`src/rtl/csel_addsub_seq.sv`:
```
// csel_addsub_seq: sequential nibble-serial adder/subtractor.
// Each busy cycle adds one 4-bit slice, LSB first, using a carry-select slice.
// The slice computes the carry-0 and carry-1 sums up front.
// The registered running carry then picks one of them.
// Subtract is formed as a + ~b + ~c_in, so the carry out of the top slice is an inverted borrow.
// Optional feature: define CSEL_ADDSUB_OVF_EN to add a signed-overflow output, ovf.
module csel_addsub_seq #(
  parameter int unsigned NIBBLES = 4,
  localparam int unsigned W = 4 * NIBBLES
) (
  input  logic         clk,
  input  logic         rst,
  input  logic         in_valid,
  output logic         in_ready,
  input  logic         op_sub,
  input  logic [W-1:0] a,
  input  logic [W-1:0] b,
  input  logic         c_in,
  output logic         out_valid,
  input  logic         out_ready,
  output logic [W-1:0] result,
  output logic         c_out
`ifdef CSEL_ADDSUB_OVF_EN
  ,
  output logic         ovf
`endif
);

  localparam int unsigned CW = (NIBBLES > 1) ? $clog2(NIBBLES) : 1;

  typedef enum logic [1:0] {
    IDLE = 2'd0,
    BUSY = 2'd1,
    DONE = 2'd2
  } state_t;

  state_t        state;
  state_t        state_nxt;
  logic [CW-1:0] cnt;
  logic          carry;
  logic [W-1:0]  a_r;
  logic [W-1:0]  b_r;
  logic          op_r;
  logic          accept;
  logic          last;
  logic [4:0]    sum0;
  logic [4:0]    sum1;
  logic [4:0]    sel;
`ifdef CSEL_ADDSUB_OVF_EN
  logic          c_msb;
`endif

  // Next-state logic: take an op only when idle, and release the result on the consumer handshake.
  always_comb begin
    state_nxt = state;
    accept    = 1'b0;
    last      = (cnt == CW'(NIBBLES - 1));
    case (state)
      IDLE: begin
        if (in_valid) begin
          accept    = 1'b1;
          state_nxt = BUSY;
        end
      end
      BUSY: begin
        if (last) state_nxt = DONE;
      end
      DONE: begin
        if (out_ready) state_nxt = IDLE;
      end
      default: state_nxt = IDLE;
    endcase
  end

  // Carry-select slice on the low nibble of the shifting operand registers.
  always_comb begin
    sum0 = {1'b0, a_r[3:0]} + {1'b0, b_r[3:0]};
    sum1 = sum0 + 5'd1;
    sel  = carry ? sum1 : sum0;
  end

`ifdef CSEL_ADDSUB_OVF_EN
  // Carry into the top bit is recovered from that bit's sum and its operand bits.
  assign c_msb = sel[3] ^ a_r[3] ^ b_r[3];
`endif

  // State register plus the handshake flags, which are registered from the next state.
  always_ff @(posedge clk or posedge rst) begin
    if (rst) begin
      state     <= IDLE;
      in_ready  <= 1'b1;
      out_valid <= 1'b0;
    end else begin
      state     <= state_nxt;
      in_ready  <= (state_nxt == IDLE);
      out_valid <= (state_nxt == DONE);
    end
  end

  // Operand capture, one slice per busy cycle, and the final carry/borrow.
  always_ff @(posedge clk or posedge rst) begin
    if (rst) begin
      a_r    <= '0;
      b_r    <= '0;
      op_r   <= 1'b0;
      carry  <= 1'b0;
      cnt    <= '0;
      result <= '0;
      c_out  <= 1'b0;
`ifdef CSEL_ADDSUB_OVF_EN
      ovf    <= 1'b0;
`endif
    end else if (accept) begin
      a_r   <= a;
      b_r   <= op_sub ? ~b : b;
      op_r  <= op_sub;
      carry <= op_sub ? ~c_in : c_in;
      cnt   <= '0;
    end else if (state == BUSY) begin
      a_r    <= a_r >> 4;
      b_r    <= b_r >> 4;
      result <= W'({sel[3:0], result} >> 4);
      carry  <= sel[4];
      cnt    <= cnt + CW'(1);
      if (last) begin
        c_out <= op_r ? ~sel[4] : sel[4];
`ifdef CSEL_ADDSUB_OVF_EN
        ovf   <= c_msb ^ sel[4];
`endif
      end
    end
  end

endmodule

```
`config.mk`:
```
export PLATFORM = sky130hd
export DESIGN_NAME = csel_addsub_seq
export DESIGN_NICKNAME = d
export VERILOG_FILES = /design/src/rtl/csel_addsub_seq.sv
export SDC_FILE = /design/constraint.sdc
export NUM_CORES = 1
export LEC_CHECK = 0
export ABC_CLOCK_PERIOD_IN_PS = 3700
export BUFFER_PORTS_ARGS = -buffer_cell sky130_fd_sc_hd__buf_2
export CAP_MARGIN = 25
export CORE_MARGIN = 8
export CORE_UTILIZATION = 59
export CTS_CLUSTER_SIZE = 20
export DETAILED_ROUTE_END_ITERATION = 16
export GPL_TIMING_DRIVEN = 1
export HOLD_SLACK_MARGIN = 0.1
export PLACE_DENSITY_LB_ADDON = 0.05
export SLEW_MARGIN = 40
export SYNTH_ARGS = -nofsm -noshare
export SYNTH_HDL_FRONTEND = slang
export SYNTH_SLANG_ARGS = --single-unit
```
`constraint.sdc`:
```
create_clock -name clk -period 3.7 [get_ports clk]
set_input_delay 0.74 -clock clk [delete_from_list [all_inputs] [get_ports clk]]
set_output_delay 0.74 -clock clk [all_outputs]
set_load 0.05 [all_outputs]
```
== Word level (Yosys, flattened, before mapping) ==
Cells that the tools add are included.

* Add/sub/neg operators: 3
* $mul: 0
* Div/mod/pow operators: 0
* Magnitude comparators: 0
* Eq/ne operators: 4
* Shift-type cells: 0
* Mux-type cells: 18
* Bitwise logic cells: 4
* Reduce and logical (&&, ||, !) cells: 5

{| class="wikitable"
|+ Operator list
! cell !! count
|-
| $mux 16 || 5
|-
| $not 16->16 || 1
|-
| $mux 2 || 5
|-
| $eq 2x2->1 const B || 3
|-
| $mux 1 || 6
|-
| $pmux 2 s3 || 1
|-
| $add 4x4->5 || 1
|-
| $add 5x1->5 const B || 1
|-
| $mux 5 || 1
|-
| $logic_not 2->1 || 2
|-
| $not 1->1 || 3
|-
| $reduce_and 3->1 || 1
|-
| $add 2x1->2 const B || 1
|-
| $eq 2x1->1 const B || 1
|-
| $reduce_and 2->1 || 1
|-
| $reduce_bool 2->1 || 1
|}

* Bits in registers: 57
* Latch bits: 0
* RAM bits: 0
* Bits in read-only memories: 0
* Word-level logic and storage cells: 44
* Memories kept: 0

== Longest topological paths before layout ==
Gate-level depths: netlist of run 1.

* Depth after elaboration: 5
* Mapped depth: 10

== Worst setup path before layout of run 1 ==
OpenSTA, ideal clock, no wires.

* Kind: reg-to-reg
* From: register a_r[0]
* To: register c_out
* Arrival: 2.278 ns
* Slack: 1.297 ns
* Stages on the path, launching flop included: 11
* Buffers on the path: 0
* Clock period less this slack: 2.403 ns
* Cells stage by stage: dfrtp_1 > ha_1 > inv_1 > fa_1 > inv_1 > ha_1 > nand2_1 > nor3_2 > mux2_4 > xnor3_1 > mux2_2

* Longest elaborated chain between the ends: 5

{| class="wikitable"
|+ RTL lines
! element !! line !! RTL
|-
| start: declaration || 41 || <nowiki>logic [W-1:0] a_r;</nowiki>
|-
| start signal: assignment || 120 || <nowiki>a_r <= a_r >> 4;</nowiki>
|-
| $add 4x4->5 (*) || 77 || <nowiki>sum0 = {1'b0, a_r[3:0]} + {1'b0, b_r[3:0]};</nowiki>
|-
| $add 5x1->5 || 78 || <nowiki>sum1 = sum0 + 5'd1;</nowiki>
|-
| $mux 5 (*) || 79 || <nowiki>sel = carry ? sum1 : sum0;</nowiki>
|-
| $not 1->1 || 126 || <nowiki>c_out <= op_r ? ~sel[4] : sel[4];</nowiki>
|-
| $mux 1 (*) || 126 ||
|-
| end signal: assignment || 126 ||
|-
| end: declaration || 22 || <nowiki>output logic c_out</nowiki>
|}

Mark *: on every way between the ends. The rest lies on a longest branch, timed or not.
A chain may end at the register's enable or synchronous reset.

== Worst setup path in the final report of run 1 ==
Ends and elaborated chain as after synthesis.

==> flow_summary.yaml, run 1 <==
layout:
  area_delta_synth_final_pct: 16.2
  fin_cells: 429
  nNetsFinal: 402
  seqCellArea_mm2: 0.00143
  n_antenna_cell: 0
  final_cell_mix: "nand2_1 (56), dfrtp_1 (56), buf_2 (56)"
  multiInputGateArea_mm2: 0.00137
  fillCellCount: 379
  layout-drive-gt1-share_pct: 22.1
critical_path:
  path_cells: "ha_1 -> inv_1 -> fa_1 -> inv_1 -> ha_1 -> nand2_1 -> nor3_2 -> mux2_4 -> xnor3_1 -> mux2_2"
  cp.arrival_ns: 2.75
  cp_max_fo: 3
  worstReg2RegEnd: "c_out"
  critPathBufInv: 2
  rrSetupSlack_ns: 1.17
  setup.worst_path.end_class: "flip-flop"
  start_kind: "flip-flop"
  crit_type: "flip-flop to flip-flop"
  cp.required_ns: 3.92
  critPathMaxStageDelay_ns: 0.52
  cp_top_family: "adder cells"
  crit_path_top_delay_cell: "fa_1"
  reg2reg_depth: 10
  regToRegStartpoint: "a_r[0]"
yosys:
  syn_avg_cell_area_um2: 9.44
  synth_area_mm2: 0.00291
  ys_seq_area_share_pct: 49.1
  synth-seq-cells: 57
  synth_nets: 353
  async_reset_ff_share_pct: 100
  synth_edf_count: 0
  ys_types: 30
  syn_inst: 308
  ys_top_cells_by_area: "dfrtp_1 (48%), nand2_1 (7.2%), o21ai_0 (6.2%)"
  yosysTopAreaCellShare_pct: 48.2
  synth_top_area_cell: "dfrtp_1"
  synth_flop_cell: "dfrtp_1"
  yosys_warnings: 0
clocking:
  cts_buffer_depth: 2
  h-tree-depth: 3
  clock_sinks: 57
  cts_hold_buf: 0
  cts-resized-gates: 0
  path_clk_slew_ns: 0.06
  cts_tree: "yes"
  cts_buffers: 9
  cts_setup_buffers: 0
  clockRootBuffer: "clkbuf_8"
  clk_latency_ns: 0.34
floorplanning:
  die_w_um: 86.2
  dieHeight_um: 86.2
  initial_core_util_pct: 61.2
  pin_count: 57
  rows: 25
  dieArea_mm2: 0.00743
  core-area_mm2: 0.00475
sta:
  setup_tns_ns: 0
  skew_ns: 0.0103
  max_freq_ghz: 0.395
  maxSlewViolCount: 0
  fin_crit_ns: 2.53
  period_share_pct: 68.5
  setup_viol: 0
  worst_slew_pin_slew_ns: 0.799
  hold_violations: 0
  max-slew-margin-rel_pct: 46.6
  rsz0062_at_grt: "no"
power_and_ir_drop:
  leakagePower_nw: 1.63
  sw_frac_of_total_pct: 45.8
  irDropWorstVdd_v: 0.000441
  pwr-share-clk_pct: 16.4
  switching_power_mw: 1.38
  pwr-share-seq_pct: 35.9
  power_frac_comb_pct: 47.7
  powerDensity_mw_per_mm2: 889
  p_int_mw: 1.63
detailed_routing:
  dr.pass1.iters: 4
  viasPerCell: 5.45
  wl_um: 6710
  wire_per_inst_um: 15.6
  drt-initial-drc-count: 117
  vias: 2340
  ant_nets: 0
  drc: 0
placement:
  place_inst: 413
  gp_congestion: 0.851
  port_buffers: 56
  dpl.hpwl_um: 4580
global_routing:
  grt_pass1_wl_um: 11500
  grt-ovfl-total: 0
  antenna_found_initial: 0
  grt_pass1_vias: 2417
  grtUsageTotal_pct: 19.6
  grt_max_degree: 38
worst_hold_path:
  whs_endpoint: "result[0]"
  worst_hold_path_type: "flip-flop to flip-flop"
  min_path_cells: 2
  min_from: "result[0]"
job:
  max-cap-violations: 0
outcome:
  status: "finished, final reports clean"
[metal layers]
layer	wire [um]	global-route usage, %	vias up
met4	137	8.45	0
met5	0	0	-
met3	381	5.48	14
met1	3110	25.1	1108
met2	3080	30.2	67
li1	-	-	1151
[worst max path at each step]
stage | slack, ns | depth (start not counted) | end | startpoint
after floorplan | 1.30 | 10 | c_out | a_r[0]
after global placement | 1.24 | 10 | c_out | a_r[0]
after detailed placement | 1.17 | 10 | c_out | a_r[0]
after CTS | 1.17 | 10 | c_out | a_r[0]
after global routing | 1.01 | 10 | c_out | a_r[0]
final | 1.17 | 10 | c_out | a_r[0]
[metrics by stage]
| step | hold slack (ns) | util [%] | cell area [um^2] | setup slack (ns) | power, mW |
|---|---|---|---|---|---|
| after detailed placement | 0.462 | 67.7 | 3220 | 1.17 | 2.53 |
| after CTS | 0.476 | 71.1 | 3380 | 1.17 | 3.02 |
| after global placement | 0.453 | 67.7 | 3220 | 1.24 | 2.48 |
| final | 0.469 | 71.1 | 3380 | 1.17 | 3.01 |
| after floorplan | 0.450 | - | 2910 | 1.30 | 2.18 |
| after global routing | 0.509 | 71.1 | 3380 | 1.01 | 3.25 |
[logic make-up after synthesis]
logic type / count (synthesis) / synth area share, %
DFF: 57 / 49.1
buffers and inverters: 30 / 4.09
xor gates and xnor gates: 24 / 7.96
and+or+nand+nor: 91 / 14.5
AOI/OAI and AO/OA: 96 / 19.9
adders and majority gates: 7 / 3.27
muxes: 3 / 1.29
[synth_stat cells (all sizes together), types with 2 or more instances]
cell,instances
a21oi,26
nor3,2
ha,6
a21o,2
clkbuf,19
dfrtp,56
a22oi,24
xor2,19
mux2,3
a2bb2oi,2
inv,7
nor2b,26
a22o,4
o21ai,36
xnor2,4
nand2b,2
nor2,4
buf,4
nand2,56
[area by class of cell]
type | instances | share of cell area (%)
clock buffers | 16 | 4.74
inverters | 7 | 0.777
multi-input cells | 221 | 40.4
flip-flops and latches | 57 | 42.2
well taps | 67 | 2.48
repair buffers | 61 | 9.40
[flip-flops by register name, indices dropped and copies added, names as in the netlist]
name       count
cnt            2
a_r           16
result        16
in_ready       1
state          2
carry          1
c_out          1
b_r           16
out_valid      1
op_r           1
[power by group through the flow]
stage               Sequential [mW]  Combinational [mW]  Clock (mW)
CTS                            1.08                1.44       0.500
finish                         1.08                1.43       0.494
global placement               1.08                1.40           0
global route                   1.12                1.61       0.524
floorplan                      1.34               0.842           0
detailed placement             1.09                1.44           0
[tightest hold or removal path: stages, from the launching register on]
cell and delay (ns):
dfrtp_1 0.34, nand2_1 0.05, nand2_1 0.05
Note: power is estimated with default switching activity, not from simulation.
==> run 2, diff against run 1 <==
ABC_CLOCK_PERIOD_IN_PS = 2150   (was 3700)
CORE_UTILIZATION = 50   (was 59)
clock period = 2.15 ns   (was 3.7 ns; I/O delays follow)
==> run 2 against run 1 <==
Against the previous run: the flow now finishes with violations (setup timing); critical endpoint unchanged; power increased by 86%; critical path depth is the same; global-route usage decreased by 2.3 points; via count is 0.13% higher.
==> flow_summary.yaml, run 2 (same netlist as run 1, synthesis figures left out) <==
outcome:
  status: "finished with violations"
  violations: "setup timing"
clocking:
  cts_tree: "yes"
  h-tree-depth: 3
  clock_sinks: 57
  clk_latency_ns: 0.34
  cts_buffers: 9
  path_clk_slew_ns: 0.06
  cts_buffer_depth: 2
  clockRootBuffer: "clkbuf_8"
critical_path:
  crit_type: "flip-flop to flip-flop"
  cp_max_fo: 2
  worstReg2RegEnd: "c_out"
  reg2reg_depth: 10
  critPathMaxStageDelay_ns: 0.49
  regToRegStartpoint: "b_r[0]"
  critPathBufInv: 2
  path_cells: "ha_2 -> inv_2 -> fa_1 -> inv_1 -> ha_2 -> nand3_1 -> nor2_1 -> mux2_4 -> xnor3_1 -> mux2_2"
  crit_path_top_delay_cell: "fa_1"
  crit_cells: 10
  cp.required_ns: 2.37
  start_kind: "flip-flop"
  crit_end: "c_out"
  rrSetupSlack_ns: -0.12
  cp_top_family: "adder cells"
  crit_top_cell: "ha_2"
  setup.worst_path.end_class: "flip-flop"
  cp.arrival_ns: 2.49
  startpoint: "b_r[0]"
placement:
  dpl.hpwl_um: 4710
  placed_cell_area_mm2: 0.00334
  gp_congestion: 0.823
  port_buffers: 56
  place_inst: 430
layout:
  layout-drive-gt1-share_pct: 27.3
  fin_area_mm2: 0.00356
  nNetsFinal: 415
  multiInputGateArea_mm2: 0.00137
  n_antenna_cell: 0
  fillCellCount: 482
  largest_registers: "a_r (16), b_r (16), result (16)"
  seqCellArea_mm2: 0.00143
  area_delta_synth_final_pct: 22.3
  fin_cells: 446
  final_cell_mix: "dfrtp_1 (56), buf_2 (56), nand2_1 (55)"
detailed_routing:
  vias: 2343
  ant_nets: 0
  drt-initial-drc-count: 83
  dr.pass1.iters: 4
  wl_um: 6780
  drc: 0
  wire_per_inst_um: 15.2
  viasPerCell: 5.25
global_routing:
  grt_pass1_wl_um: 11800
  grtUsageTotal_pct: 17.3
  grt-ovfl-total: 0
  grt_max_degree: 58
  grt_pass1_vias: 2451
  antenna_found_initial: 0
sta:
  setup_ws_ns: -0.118
  maxSlewViolCount: 0
  max_freq_ghz: 0.441
  hold_violations: 0
  fin_crit_ns: 2.27
  period_share_pct: 106
  worst_slew_pin_slew_ns: 0.549
  rsz0062_at_grt: "yes"
  setup_viol: 1
  whs_ns: 0.135
  max-slew-margin-rel_pct: 63.4
  skew_ns: 0.0102
power_and_ir_drop:
  p_total_mw: 5.58
  leakagePower_nw: 1.74
  powerDensity_mw_per_mm2: 1570
  irDropWorstVdd_v: 0.000799
floorplanning:
  die_w_um: 92.3
  pin_count: 57
  dieArea_mm2: 0.00851
  rows: 27
  dieHeight_um: 92.3
  core-area_mm2: 0.00557
  initial_core_util_pct: 52.2
worst_hold_path:
  worst_hold_path_type: "input port to async pin"
job:
  max-cap-violations: 0
-- run 2: changes by cell type in the layout (fill, tap and decap cells not counted) --
cell and change:
inv_1 -1, bufinv_16 +1, buf_4 +12, nand2_1 -1
buf_12 +1, clkinv_2 +1, clkbuf_8 +3, ha_1 -2
clkbuf_1 -6, ha_2 +2, nand2_2 +1, inv_2 +1
-- run 2: repair_timing --
| action | CTS | global route |
|---|---|---|
| pin swaps | 2 | 0 |
| endpoints found under the hold margin | 0 | 0 |
| hold buffers | 0 | 0 |
| endpoints found under the setup margin | 2 | 2 |
| gates resized for setup | 0 | 0 |
| buffers inserted | 0 | 1 |
-- run 2: area by class of cell --
cell class                 instances  share of cell area [%]
sequential                        57                    40.1
multi-input combinational        221                    38.6
timing repair buffer              74                    12.0
clock buffer                      13                    5.03
tap                               72                    2.53
clock inverter                     2                   0.985
inverter                           7                   0.738
-- run 2: tightest hold or removal path, stage by stage --
cell and delay, ns:
buf_2 0.10, inv_2 0.06, buf_12 0.27
-- run 2: worst min-delay path by stage --
stage | start | to | slack [ns]
finish | rst | state[0] | 0.14
global route | rst | state[0] | 0.15
CTS | rst | a_r[5] | 0.14
detailed placement | result[2] | result[2] | 0.46
global placement | result[1] | result[1] | 0.45
floorplan | a_r[10] | a_r[10] | 0.45
-- run 2: layer usage --
metal / up-vias / wire length, um / global-route usage [%] / part of all wire, %
li1: 1167 / - / - / -
met1: 1116 / 3200 / 21.9 / 47
met2: 52 / 3120 / 26.4 / 46
met3: 8 / 376 / 6.76 / 5.5
met4: 0 / 91 / 5.37 / 1.3
met5: - / 0 / 0 / 0
-- run 2: report_power, final --
part           internal [mW]  switching (mW)
sequential              1.53           0.340
combinational          0.998            1.66
clock                  0.653           0.400
-- run 2: through the flow --
step	setup WS, ns	TNS (ns)	utilization (%)
floorplan	-0.0751	-0.0751	-
global placement	-0.0800	-0.0800	59.9
detailed placement	-0.137	-0.148	59.9
CTS	-0.111	-0.111	63.7
global route	-0.188	-0.248	63.8
finish	-0.118	-0.118	63.8
==> run 3, diff against run 2 <==
RECOVER_POWER = 25   (was default)
==> run 3 against run 2 <==
Against the previous run: the flow still finishes with violations (setup timing); sequential share of layout area is 0.17 points higher; setup slack got worse by 0.0019 ns; register-to-register slack about the same; non-clock buffer count stayed put; largest power group unchanged.
==> flow_summary.yaml, run 3 (same netlist as run 1, synthesis figures left out) <==
power_and_ir_drop:
  sw_frac_of_total_pct: 43.1
  p_int_mw: 3.17
  power_frac_comb_pct: 47.6
  pwr-share-seq_pct: 33.5
  irDropWorstVdd_v: 0.000802
  powerDensity_mw_per_mm2: 1570
  switching_power_mw: 2.40
  pwr-share-clk_pct: 18.9
  leakagePower_nw: 1.73
floorplanning:
  pin_count: 57
  dieHeight_um: 92.3
  initial_core_util_pct: 52.2
  dieArea_mm2: 0.00851
  die_w_um: 92.3
  core-area_mm2: 0.00557
  rows: 27
critical_path:
  setup.worst_path.end_class: "flip-flop"
  reg2reg_depth: 10
  crit_type: "flip-flop to flip-flop"
  start_kind: "flip-flop"
  regToRegStartpoint: "b_r[0]"
  cp.arrival_ns: 2.49
  worstReg2RegEnd: "c_out"
  rrSetupSlack_ns: -0.12
  cp_max_fo: 2
  cp.required_ns: 2.37
detailed_routing:
  wl_um: 6800
  drc: 0
  ant_nets: 0
  drt-initial-drc-count: 106
  wire_per_inst_um: 15.3
  dr.pass1.iters: 4
  viasPerCell: 5.27
  vias: 2350
global_routing:
  grt_pass1_vias: 2451
  grt-ovfl-total: 0
  grt_max_degree: 58
  antenna_found_initial: 0
  grtUsageTotal_pct: 17.3
  grt_pass1_wl_um: 11800
clocking:
  h-tree-depth: 3
  path_clk_slew_ns: 0.06
  clockRootBuffer: "clkbuf_8"
  cts_buffer_depth: 2
  cts_hold_buf: 0
  cts_tree: "yes"
  clock_sinks: 57
  clk_latency_ns: 0.34
  cts_buffers: 9
  cts-resized-gates: 0
layout:
  postLayoutCoreUtil_pct: 63.6
  nNetsFinal: 415
  area_delta_synth_final_pct: 21.8
  largest_registers: "a_r (16), b_r (16), result (16)"
  layout-drive-gt1-share_pct: 27.0
  final_cell_mix: "dfrtp_1 (56), buf_2 (56), nand2_1 (55)"
  n_antenna_cell: 0
placement:
  dpl.hpwl_um: 4710
  port_buffers: 56
  gp_congestion: 0.823
sta:
  setup_tns_ns: -0.120
  hold_violations: 0
  fin_crit_ns: 2.27
  setup_viol: 1
  worst_slew_pin_slew_ns: 1.38
  setup_ws_ns: -0.120
  skew_ns: 0.0107
  max-slew-margin-rel_pct: 7.75
  period_share_pct: 106
  maxSlewViolCount: 0
  rsz0062_at_grt: "yes"
  max_freq_ghz: 0.440
worst_hold_path:
  worst_hold_path_type: "input port to flip-flop"
  whs_endpoint: "a_r[13]"
  min_from: "a[13]"
  min_path_cells: 2
outcome:
  violations: "setup timing"
  status: "finished with violations"
job:
  max-cap-violations: 0
-- run 3: cell type report --
cell class / instances / area (um^2)
Fill cell: 483 / 2030
Tap cell: 72 / 90.1
Sequential cell: 57 / 1430
Timing Repair Buffer: 74 / 413
Clock buffer: 13 / 179
Clock inverter: 2 / 35.0
Inverter: 7 / 26.3
Multi-Input combinational cell: 221 / 1370
-- run 3: worst max-delay path by stage --
stage	from	end	slack, ns	cells past startpoint
5_1_grt	b_r[0]	c_out	-0.19	10
6_report	b_r[0]	c_out	-0.12	10
3_3_place_gp	b_r[0]	c_out	-0.08	10
4_1_cts	b_r[0]	c_out	-0.11	10
2_1_floorplan	b_r[0]	c_out	-0.08	10
3_5_place_dp	b_r[0]	c_out	-0.14	10
-- run 3: repair_timing --
item	CTS	global route
pin swaps	2	0
endpoints found under the hold margin	0	0
setup endpoints to repair	2	2
buffers inserted	0	1
cloned	0	0
-- run 3: stage by stage --
step                cell area [um^2]  setup slack (ns)  power, mW  cells  hold WS, ns
floorplan                       2920           -0.0751       3.77    308        0.450
global placement                3340           -0.0800       4.49    430        0.451
detailed placement              3340            -0.137       4.55    430        0.457
CTS                             3550            -0.111       5.63    445        0.143
global route                    3540            -0.188       6.00    446        0.309
finish                          3540            -0.120       5.58    446        0.314
-- run 3: power by group through the flow --
stage	Sequential, mW	Clock, mW	Combinational (mW)
after floorplan	2.30	0	1.47
after detailed placement	1.89	0	2.67
after global routing	1.93	1.12	2.94
after global placement	1.87	0	2.62
final	1.87	1.05	2.66
after CTS	1.87	1.08	2.68
-- run 3: layer usage --
metal / part of all wire, % / GRT usage, % / wire length [um]
met4: 1.5 / 5.37 / 99
met2: 46 / 26.4 / 3100
met3: 5.8 / 6.76 / 397
met1: 47 / 21.9 / 3200
met5: 0 / 0 / 0
-- run 3: worst max-delay path, stage by stage, from the launching register on --
cell and delay (ns):
dfrtp_1 0.37, ha_2 0.19, inv_2 0.04, fa_1 0.49, inv_1 0.05, ha_2 0.17, nand3_1 0.08, nor2_1 0.04
mux2_4 0.28, xnor3_1 0.17, mux2_2 0.26
